File: src/rtl/id_ex_stage_if.sv
// ---------------------------------------------------------------------------
// id_ex_stage_if
//   Bundles the two handshaked buses of the ID/EX pipeline register:
//     - decode -> stage : id_valid / id_ready plus the decoded payload
//     - stage -> ALU    : ex_valid / ex_ready plus ALU operands, control and
//                         sideband fields
//   Flush and the forwarding buses are not part of either handshake, so they
//   stay outside the interface as plain ports of the stage.
//
//   Modports
//     master : the environment around the stage (decode and execute). It drives
//              the ID payload and ex_ready, and observes id_ready and the EX bus.
//     slave  : the ID/EX stage itself.
// ---------------------------------------------------------------------------
interface id_ex_stage_if #(
    parameter int D_WIDTH = 32,
    parameter int A_WIDTH = 5
);
    // decode -> stage
    logic               id_valid;
    logic               id_ready;
    logic [D_WIDTH-1:0] id_pc;
    logic [A_WIDTH-1:0] id_rs1;
    logic [A_WIDTH-1:0] id_rs2;
    logic [A_WIDTH-1:0] id_rd;
    logic [D_WIDTH-1:0] id_rs1_data;
    logic [D_WIDTH-1:0] id_rs2_data;
    logic [D_WIDTH-1:0] id_imm;
    logic               id_alusrc;
    logic [3:0]         id_aluctrl;
    logic               id_regwrite;

    // stage -> execute
    logic               ex_valid;
    logic               ex_ready;
    logic               alusrc;
    logic [3:0]         aluctrl;
    logic [D_WIDTH-1:0] aluop1;
    logic [D_WIDTH-1:0] regop2;
    logic [D_WIDTH-1:0] immop;
    logic [D_WIDTH-1:0] ex_pc;
    logic [A_WIDTH-1:0] ex_rd;
    logic               ex_regwrite;

    modport master (
        output id_valid, id_pc, id_rs1, id_rs2, id_rd,
               id_rs1_data, id_rs2_data, id_imm,
               id_alusrc, id_aluctrl, id_regwrite,
               ex_ready,
        input  id_ready,
               ex_valid, alusrc, aluctrl, aluop1, regop2, immop,
               ex_pc, ex_rd, ex_regwrite
    );

    modport slave (
        input  id_valid, id_pc, id_rs1, id_rs2, id_rd,
               id_rs1_data, id_rs2_data, id_imm,
               id_alusrc, id_aluctrl, id_regwrite,
               ex_ready,
        output id_ready,
               ex_valid, alusrc, aluctrl, aluop1, regop2, immop,
               ex_pc, ex_rd, ex_regwrite
    );
endinterface

File: src/rtl/id_ex_stage.sv
// ---------------------------------------------------------------------------
// id_ex_stage
//   Single-entry ID/EX pipeline register sitting directly in front of the ALU.
//   It captures one decoded instruction, resolves EX/MEM and MEM/WB operand
//   forwarding on its outputs, blocks issue on a load-use hazard and presents
//   the result to execute under a valid/ready handshake. Supports back-pressure
//   (ex_ready low) and flush (taken branch/jump).
//
// Ports
//   clk, rst_n        rising-edge clock, asynchronous active-low reset
//   bus (slave)       ID handshake + payload in, EX handshake + ALU inputs out
//   flush             kill the held instruction and drop the incoming one
//   fwd1_*            EX/MEM result (newest): wen, rd, data, is_load
//   fwd2_*            MEM/WB result: wen, rd, data
//
// Timing
//   One cycle ID -> ALU. Back-to-back issue with no bubble when execute
//   consumes and decode offers in the same cycle.
// ---------------------------------------------------------------------------
module id_ex_stage #(
    parameter int D_WIDTH = 32,
    parameter int A_WIDTH = 5
) (
    input  logic               clk,
    input  logic               rst_n,
    id_ex_stage_if.slave       bus,
    input  logic               flush,
    input  logic               fwd1_wen,
    input  logic [A_WIDTH-1:0] fwd1_rd,
    input  logic [D_WIDTH-1:0] fwd1_data,
    input  logic               fwd1_is_load,
    input  logic               fwd2_wen,
    input  logic [A_WIDTH-1:0] fwd2_rd,
    input  logic [D_WIDTH-1:0] fwd2_data
);

    // Operand bypass for one source register. x0 always reads as zero; the
    // EX/MEM result is newer than MEM/WB, so it wins when both match.
    function automatic logic [D_WIDTH-1:0] fwd_operand(
        input logic [A_WIDTH-1:0] rs,
        input logic [D_WIDTH-1:0] held,
        input logic               f1_wen,
        input logic [A_WIDTH-1:0] f1_rd,
        input logic [D_WIDTH-1:0] f1_data,
        input logic               f2_wen,
        input logic [A_WIDTH-1:0] f2_rd,
        input logic [D_WIDTH-1:0] f2_data
    );
        logic [D_WIDTH-1:0] res;
        if (rs == '0) begin
            res = '0;
        end else if (f1_wen && (f1_rd == rs)) begin
            res = f1_data;
        end else if (f2_wen && (f2_rd == rs)) begin
            res = f2_data;
        end else begin
            res = held;
        end
        return res;
    endfunction

    // A load in EX/MEM has no data yet; any held source that names its rd must
    // wait. rs2 is checked regardless of alusrc because stores read it.
    function automatic logic load_use(
        input logic               full,
        input logic               f1_wen,
        input logic               f1_is_load,
        input logic [A_WIDTH-1:0] f1_rd,
        input logic [A_WIDTH-1:0] rs1,
        input logic [A_WIDTH-1:0] rs2
    );
        return full && f1_wen && f1_is_load && (f1_rd != '0) &&
               ((f1_rd == rs1) || (f1_rd == rs2));
    endfunction

    // ------------------------------------------------------------------
    // Stage p1: held instruction (the ID/EX register)
    // ------------------------------------------------------------------
    logic               vld_p1;
    logic [D_WIDTH-1:0] pc_p1;
    logic [A_WIDTH-1:0] rs1_p1;
    logic [A_WIDTH-1:0] rs2_p1;
    logic [A_WIDTH-1:0] rd_p1;
    logic [D_WIDTH-1:0] rs1_data_p1;
    logic [D_WIDTH-1:0] rs2_data_p1;
    logic [D_WIDTH-1:0] imm_p1;
    logic               alusrc_p1;
    logic [3:0]         aluctrl_p1;
    logic               regwrite_p1;

    logic               hazard;
    logic               ex_valid_int;
    logic               fire;
    logic               id_ready_int;
    logic               capture;
    logic [D_WIDTH-1:0] op1_p1;
    logic [D_WIDTH-1:0] op2_p1;

    always_comb begin
        hazard       = load_use(vld_p1, fwd1_wen, fwd1_is_load, fwd1_rd,
                                rs1_p1, rs2_p1);
        ex_valid_int = vld_p1 && !hazard;
        fire         = ex_valid_int && bus.ex_ready;
        // Ready depends only on local state and ex_ready, never on id_valid.
        id_ready_int = !vld_p1 || fire;
        capture      = bus.id_valid && id_ready_int && !flush;

        op1_p1 = fwd_operand(rs1_p1, rs1_data_p1, fwd1_wen, fwd1_rd, fwd1_data,
                             fwd2_wen, fwd2_rd, fwd2_data);
        op2_p1 = fwd_operand(rs2_p1, rs2_data_p1, fwd1_wen, fwd1_rd, fwd1_data,
                             fwd2_wen, fwd2_rd, fwd2_data);
    end

    // Occupancy. Flush wins over everything, including a same-cycle fire or
    // capture, so the incoming instruction is simply dropped.
    always_ff @(posedge clk or negedge rst_n) begin
        if (!rst_n) begin
            vld_p1 <= 1'b0;
        end else if (flush) begin
            vld_p1 <= 1'b0;
        end else if (capture) begin
            vld_p1 <= 1'b1;
        end else if (fire) begin
            vld_p1 <= 1'b0;
        end
    end

    // Held fields. While an instruction waits (stall or load-use), its source
    // data are re-latched from the bypass each cycle so that a producer which
    // retires from MEM/WB during the wait is not lost.
    always_ff @(posedge clk or negedge rst_n) begin
        if (!rst_n) begin
            pc_p1       <= '0;
            rs1_p1      <= '0;
            rs2_p1      <= '0;
            rd_p1       <= '0;
            rs1_data_p1 <= '0;
            rs2_data_p1 <= '0;
            imm_p1      <= '0;
            alusrc_p1   <= 1'b0;
            aluctrl_p1  <= '0;
            regwrite_p1 <= 1'b0;
        end else if (capture) begin
            pc_p1       <= bus.id_pc;
            rs1_p1      <= bus.id_rs1;
            rs2_p1      <= bus.id_rs2;
            rd_p1       <= bus.id_rd;
            rs1_data_p1 <= bus.id_rs1_data;
            rs2_data_p1 <= bus.id_rs2_data;
            imm_p1      <= bus.id_imm;
            alusrc_p1   <= bus.id_alusrc;
            aluctrl_p1  <= bus.id_aluctrl;
            regwrite_p1 <= bus.id_regwrite;
        end else if (vld_p1 && !fire) begin
            rs1_data_p1 <= op1_p1;
            rs2_data_p1 <= op2_p1;
        end
    end

    // ------------------------------------------------------------------
    // Stage p1 -> execute: ALU inputs and sideband
    // ------------------------------------------------------------------
    assign bus.id_ready    = id_ready_int;
    assign bus.ex_valid    = ex_valid_int;
    assign bus.alusrc      = alusrc_p1;
    assign bus.aluctrl     = aluctrl_p1;
    assign bus.aluop1      = op1_p1;
    assign bus.regop2      = op2_p1;
    assign bus.immop       = imm_p1;
    assign bus.ex_pc       = pc_p1;
    assign bus.ex_rd       = rd_p1;
    assign bus.ex_regwrite = regwrite_p1;

endmodule

File: src/flat_wrapper.sv
// flat-port wrapper written by rule: the top's interface ports become plain ports
module id_ex_stage_flat 
#(
    parameter int D_WIDTH = 32,
    parameter int A_WIDTH = 5
)
  (clk, rst_n, flush, fwd1_wen, fwd1_rd, fwd1_data, fwd1_is_load, fwd2_wen, fwd2_rd, fwd2_data, bus_id_valid, bus_id_pc, bus_id_rs1, bus_id_rs2, bus_id_rd, bus_id_rs1_data, bus_id_rs2_data, bus_id_imm, bus_id_alusrc, bus_id_aluctrl, bus_id_regwrite, bus_ex_ready, bus_id_ready, bus_ex_valid, bus_alusrc, bus_aluctrl, bus_aluop1, bus_regop2, bus_immop, bus_ex_pc, bus_ex_rd, bus_ex_regwrite);
  id_ex_stage_if #(.D_WIDTH(D_WIDTH), .A_WIDTH(A_WIDTH)) bus_i ();
  input  logic clk;
  input  logic rst_n;
  input  logic flush;
  input  logic fwd1_wen;
  input  logic [A_WIDTH-1:0] fwd1_rd;
  input  logic [D_WIDTH-1:0] fwd1_data;
  input  logic fwd1_is_load;
  input  logic fwd2_wen;
  input  logic [A_WIDTH-1:0] fwd2_rd;
  input  logic [D_WIDTH-1:0] fwd2_data;
  input wire logic [$bits(bus_i.id_valid)-1:0] bus_id_valid;
  input wire logic [$bits(bus_i.id_pc)-1:0] bus_id_pc;
  input wire logic [$bits(bus_i.id_rs1)-1:0] bus_id_rs1;
  input wire logic [$bits(bus_i.id_rs2)-1:0] bus_id_rs2;
  input wire logic [$bits(bus_i.id_rd)-1:0] bus_id_rd;
  input wire logic [$bits(bus_i.id_rs1_data)-1:0] bus_id_rs1_data;
  input wire logic [$bits(bus_i.id_rs2_data)-1:0] bus_id_rs2_data;
  input wire logic [$bits(bus_i.id_imm)-1:0] bus_id_imm;
  input wire logic [$bits(bus_i.id_alusrc)-1:0] bus_id_alusrc;
  input wire logic [$bits(bus_i.id_aluctrl)-1:0] bus_id_aluctrl;
  input wire logic [$bits(bus_i.id_regwrite)-1:0] bus_id_regwrite;
  input wire logic [$bits(bus_i.ex_ready)-1:0] bus_ex_ready;
  output wire logic [$bits(bus_i.id_ready)-1:0] bus_id_ready;
  output wire logic [$bits(bus_i.ex_valid)-1:0] bus_ex_valid;
  output wire logic [$bits(bus_i.alusrc)-1:0] bus_alusrc;
  output wire logic [$bits(bus_i.aluctrl)-1:0] bus_aluctrl;
  output wire logic [$bits(bus_i.aluop1)-1:0] bus_aluop1;
  output wire logic [$bits(bus_i.regop2)-1:0] bus_regop2;
  output wire logic [$bits(bus_i.immop)-1:0] bus_immop;
  output wire logic [$bits(bus_i.ex_pc)-1:0] bus_ex_pc;
  output wire logic [$bits(bus_i.ex_rd)-1:0] bus_ex_rd;
  output wire logic [$bits(bus_i.ex_regwrite)-1:0] bus_ex_regwrite;
  assign bus_i.id_valid = bus_id_valid;
  assign bus_i.id_pc = bus_id_pc;
  assign bus_i.id_rs1 = bus_id_rs1;
  assign bus_i.id_rs2 = bus_id_rs2;
  assign bus_i.id_rd = bus_id_rd;
  assign bus_i.id_rs1_data = bus_id_rs1_data;
  assign bus_i.id_rs2_data = bus_id_rs2_data;
  assign bus_i.id_imm = bus_id_imm;
  assign bus_i.id_alusrc = bus_id_alusrc;
  assign bus_i.id_aluctrl = bus_id_aluctrl;
  assign bus_i.id_regwrite = bus_id_regwrite;
  assign bus_i.ex_ready = bus_ex_ready;
  assign bus_id_ready = bus_i.id_ready;
  assign bus_ex_valid = bus_i.ex_valid;
  assign bus_alusrc = bus_i.alusrc;
  assign bus_aluctrl = bus_i.aluctrl;
  assign bus_aluop1 = bus_i.aluop1;
  assign bus_regop2 = bus_i.regop2;
  assign bus_immop = bus_i.immop;
  assign bus_ex_pc = bus_i.ex_pc;
  assign bus_ex_rd = bus_i.ex_rd;
  assign bus_ex_regwrite = bus_i.ex_regwrite;
  id_ex_stage #(.D_WIDTH(D_WIDTH), .A_WIDTH(A_WIDTH)) u_core (.clk(clk), .rst_n(rst_n), .bus(bus_i), .flush(flush), .fwd1_wen(fwd1_wen), .fwd1_rd(fwd1_rd), .fwd1_data(fwd1_data), .fwd1_is_load(fwd1_is_load), .fwd2_wen(fwd2_wen), .fwd2_rd(fwd2_rd), .fwd2_data(fwd2_data));
endmodule
File: config.mk
export PLATFORM = sky130hd
export DESIGN_NAME = id_ex_stage_flat
export DESIGN_NICKNAME = d
export VERILOG_FILES = /design/src/rtl/id_ex_stage_if.sv /design/src/rtl/id_ex_stage.sv /design/src/flat_wrapper.sv
export SDC_FILE = /design/constraint.sdc
export NUM_CORES = 1
export LEC_CHECK = 0
export ABC_AREA = 1
export ABC_CLOCK_PERIOD_IN_PS = 4290
export CAP_MARGIN = 30
export CORE_ASPECT_RATIO = 0.6
export CORE_UTILIZATION = 48
export DETAILED_ROUTE_END_ITERATION = 16
export GPL_ROUTABILITY_DRIVEN = 0
export PLACE_DENSITY_LB_ADDON = 0.25
export SLEW_MARGIN = 0
export SYNTH_ARGS = -nofsm -noshare
export SYNTH_HDL_FRONTEND = slang
export SYNTH_SLANG_ARGS = --single-unit
File: constraint.sdc
create_clock -name clk -period 4.29 [get_ports clk]
set_input_delay 1.0725 -clock clk [delete_from_list [all_inputs] [get_ports clk]]
set_output_delay 1.0725 -clock clk [all_outputs]
set_load 0.02 [all_outputs]
==> reports/qor.txt <==
Final setup vio count = 0
Simple-gate portion of the synthesized area = 50.00%
Synthesized instance count = 1369
Synth cell types = 19
Number of global-route vias before repair = 10610
TritonCTS clock tree = yes
Vias post-DR = 11140
H-tree levels = 4
Setup ws final = 0.03585 ns
Initial Utilization = 49.74%
CP startpoint kind = primary input
Core box area = 0.01835 mm^2
Skew-Pair Late Insertion Delay = 0.43 ns
Non-Filler Instances = 1963
Initial antenna violation count = 1
Status = completed
Gr ovfl total = 0
Crit Path Category = primary input to primary output
Slew headroom = 42.51%
Port buffer count = 371
Unrepaired setup endpoints after global routing = false
Num CTS Buffers = 17
Commonest non-fill, non-tap cells in the layout = 477 x nand2_1, 314 x nand3_1, 303 x clkdlybuf4s50_1
Worst Clk Skew = 0.01034 ns
R2r endpoint = u_core.bus.alusrc$_DFFE_PN0P_
Worst slew pin tran = 0.8623 ns
1st-pass router iterations = 6
XOR/XNOR share of the synthesized area = 0.1919%
Minimum clock period = 4.254 ns
CP Max Fanout = 20
YS warnings = 0
Mapped Nets = 1600
Setup TNS = 0 ns
Routed WL = 35.65 mm
DRT iter0 DRCs = 1525
Lkg Pwr = 0.007097 uW
I/O pin count = 372
Die Wd = 180.0 um
Post-synthesis adder-cell area fraction = 0%
Largest net degree at the start of global routing = 201
Hold Path Class = flop to flop
Peak VDD IR = 0.3001 mV
Reg2reg setup slack = 1.24 ns
Pre-CTS setup slack = -0.1785 ns
Setup crit end = bus_regop2[25]
DR WL/cell = 18.16 um
Root Driver = clkbuf_16
Post-synthesis register bit count = 150
Period utilisation layout = 99.16%
Row cnt = 38
CTS Buffer Depth = 2
Critical Path AT = 3.18 ns
Fmax = 235.1 MHz
DP Cell Count = 1931
ANT nets after route = 0
Max Slew Vio Count = 0
Avg Synthesized Cell Area = 6.668 um^2
Commonest non-fill, non-tap cell in the layout = nand2_1
WP data required = 3.22 ns
Die ar. = 0.01959 mm^2
DR vias/cell = 5.674
Die height = 108.8 um
CP Capture Type = primary output
Hold Buf Count CTS = 0
Pwr dens = 394.7 mW/mm^2
WHS = 0.4686 ns
Max-cap viol count = 0
Sequential fraction of the synthesis area = 41.12%
Mux cell area share after synthesis = 0%
Total GRT Usage = 36.48%
CP Launch Point = fwd1_rd[1]
Clk sinks = 150
Antenna cells = 0
Area fraction in compound gates after synthesis = 0.3975%
Clk slew on worst S/H paths = 0.06 ns
DP HPWL = 24.20 mm
Worst-case reg-to-reg path depth = 16
Area delta synth->final = 50.96%
DRC = 0
Reg-to-Reg Start = u_core.rs1_p1[1]$_DFFE_PN0P_
Fin. Hold Viols = 0
Combinational family with the most area after synthesis = simple AND/OR/NAND/NOR gates
Synthesized area = 0.009129 mm^2
Layout cells sized above 1 = 7.777%
First-pass GRT wire length = 55.95 mm
Final net count = 1941
-- flip-flops by register name, indices dropped and copies added (netlist names) --
name                    flops
u_core.bus.alusrc           1
u_core.bus.ex_pc           32
u_core.bus.ex_regwrite      1
u_core.rs2_p1               5
u_core.rs1_p1               5
u_core.bus.ex_rd            5
u_core.bus.immop           32
u_core.rs1_data_p1         32
u_core.vld_p1               1
u_core.bus.aluctrl          4
u_core.rs2_data_p1         32
-- cells in the mapped netlist --
cell | count | area (um^2)
buf_1 | 6 | 22.52
clkbuf_1 | 38 | 142.6
nand2_1 | 477 | 1790
buf_2 | 56 | 280.3
nand3_1 | 315 | 1577
inv_2 | 7 | 26.28
a21oi_4 | 1 | 16.27
nand2_2 | 3 | 18.77
nor2_1 | 145 | 544.3
buf_6 | 1 | 11.26
buf_4 | 11 | 82.58
dfrtp_1 | 150 | 3754
inv_1 | 51 | 191.4
a21oi_1 | 2 | 10.01
nand4_1 | 98 | 613.1
nor3_1 | 3 | 15.01
xnor2_1 | 2 | 17.52
nor2b_1 | 1 | 6.260
o21ai_1 | 2 | 10.01
-- report_power, final --
part           internal, uW  switching [uW]
registers              1640             146
clock network           877             644
logic                   882            1250
-- final cells by class --
cell class,instances,area (um^2)
clock inverter,14,150.1
fill,1408,4572
tap,240,300.3
inverter,58,217.7
timing repair buffer,434,4219
sequential,150,3754
multi-input combinational,1049,4701
clock buffer,18,439.2
-- worst min-delay path by stage --
stage          slack [ns]                                 to  cells past startpoint                              start
2_1_floorplan        0.48  u_core.rs1_data_p1[0]$_DFFE_PN0P_                      2  u_core.rs1_data_p1[0]$_DFFE_PN0P_
3_3_place_gp         0.45   u_core.bus.immop[17]$_DFFE_PN0P_                      2   u_core.bus.immop[17]$_DFFE_PN0P_
3_5_place_dp         0.46    u_core.bus.immop[7]$_DFFE_PN0P_                      2    u_core.bus.immop[7]$_DFFE_PN0P_
4_1_cts              0.47    u_core.bus.immop[7]$_DFFE_PN0P_                      2    u_core.bus.immop[7]$_DFFE_PN0P_
5_1_grt              0.49   u_core.bus.ex_pc[14]$_DFFE_PN0P_                      2   u_core.bus.ex_pc[14]$_DFFE_PN0P_
6_report             0.47   u_core.bus.immop[27]$_DFFE_PN0P_                      2   u_core.bus.immop[27]$_DFFE_PN0P_
-- worst max-delay path, stage by stage --
cell	delay, ns
clkdlybuf4s50_1	0.55
inv_1	0.08
nand2_1	0.06
nand2_1	0.05
nor2_1	0.18
nand3_1	0.16
nor2_2	0.19
buf_12	0.20
nor2_1	0.06
nor2_1	0.19
dlygate4sd2_1	0.38
-- layer usage --
metal | track usage, % | vias up | wire, um
met5 | 0 | - | 0
met4 | 12.52 | 0 | 856
met3 | 10.19 | 76 | 4408
met2 | 58.70 | 776 | 16420
met1 | 47.77 | 5113 | 13960
li1 | - | 5174 | -
-- logic make-up after synthesis --
kind of cell	count (synthesis)
buffers and inverters	170
xor gates and xnor gates	2
and+or+nand+nor	1042
DFF	150
AOI/OAI and AO/OA	5
-- per-stage QoR --
step	total power, uW	area [um^2]	util, %
4_1_cts	5425	13790	75.12
3_3_place_gp	3952	13250	72.18
3_5_place_dp	3991	13250	72.18
5_1_grt	5711	13780	75.09
6_report	5440	13780	75.09
2_1_floorplan	2879	9129	-
-- what timing repair did --
| action | CTS | global route |
|---|---|---|
| setup buffers | 0 | 0 |
| resized for setup | 70 | 39 |
| pin swaps | 0 | 1 |
| endpoints found under the setup margin | 63 | 38 |
Power figures use the tool's default switching activity.
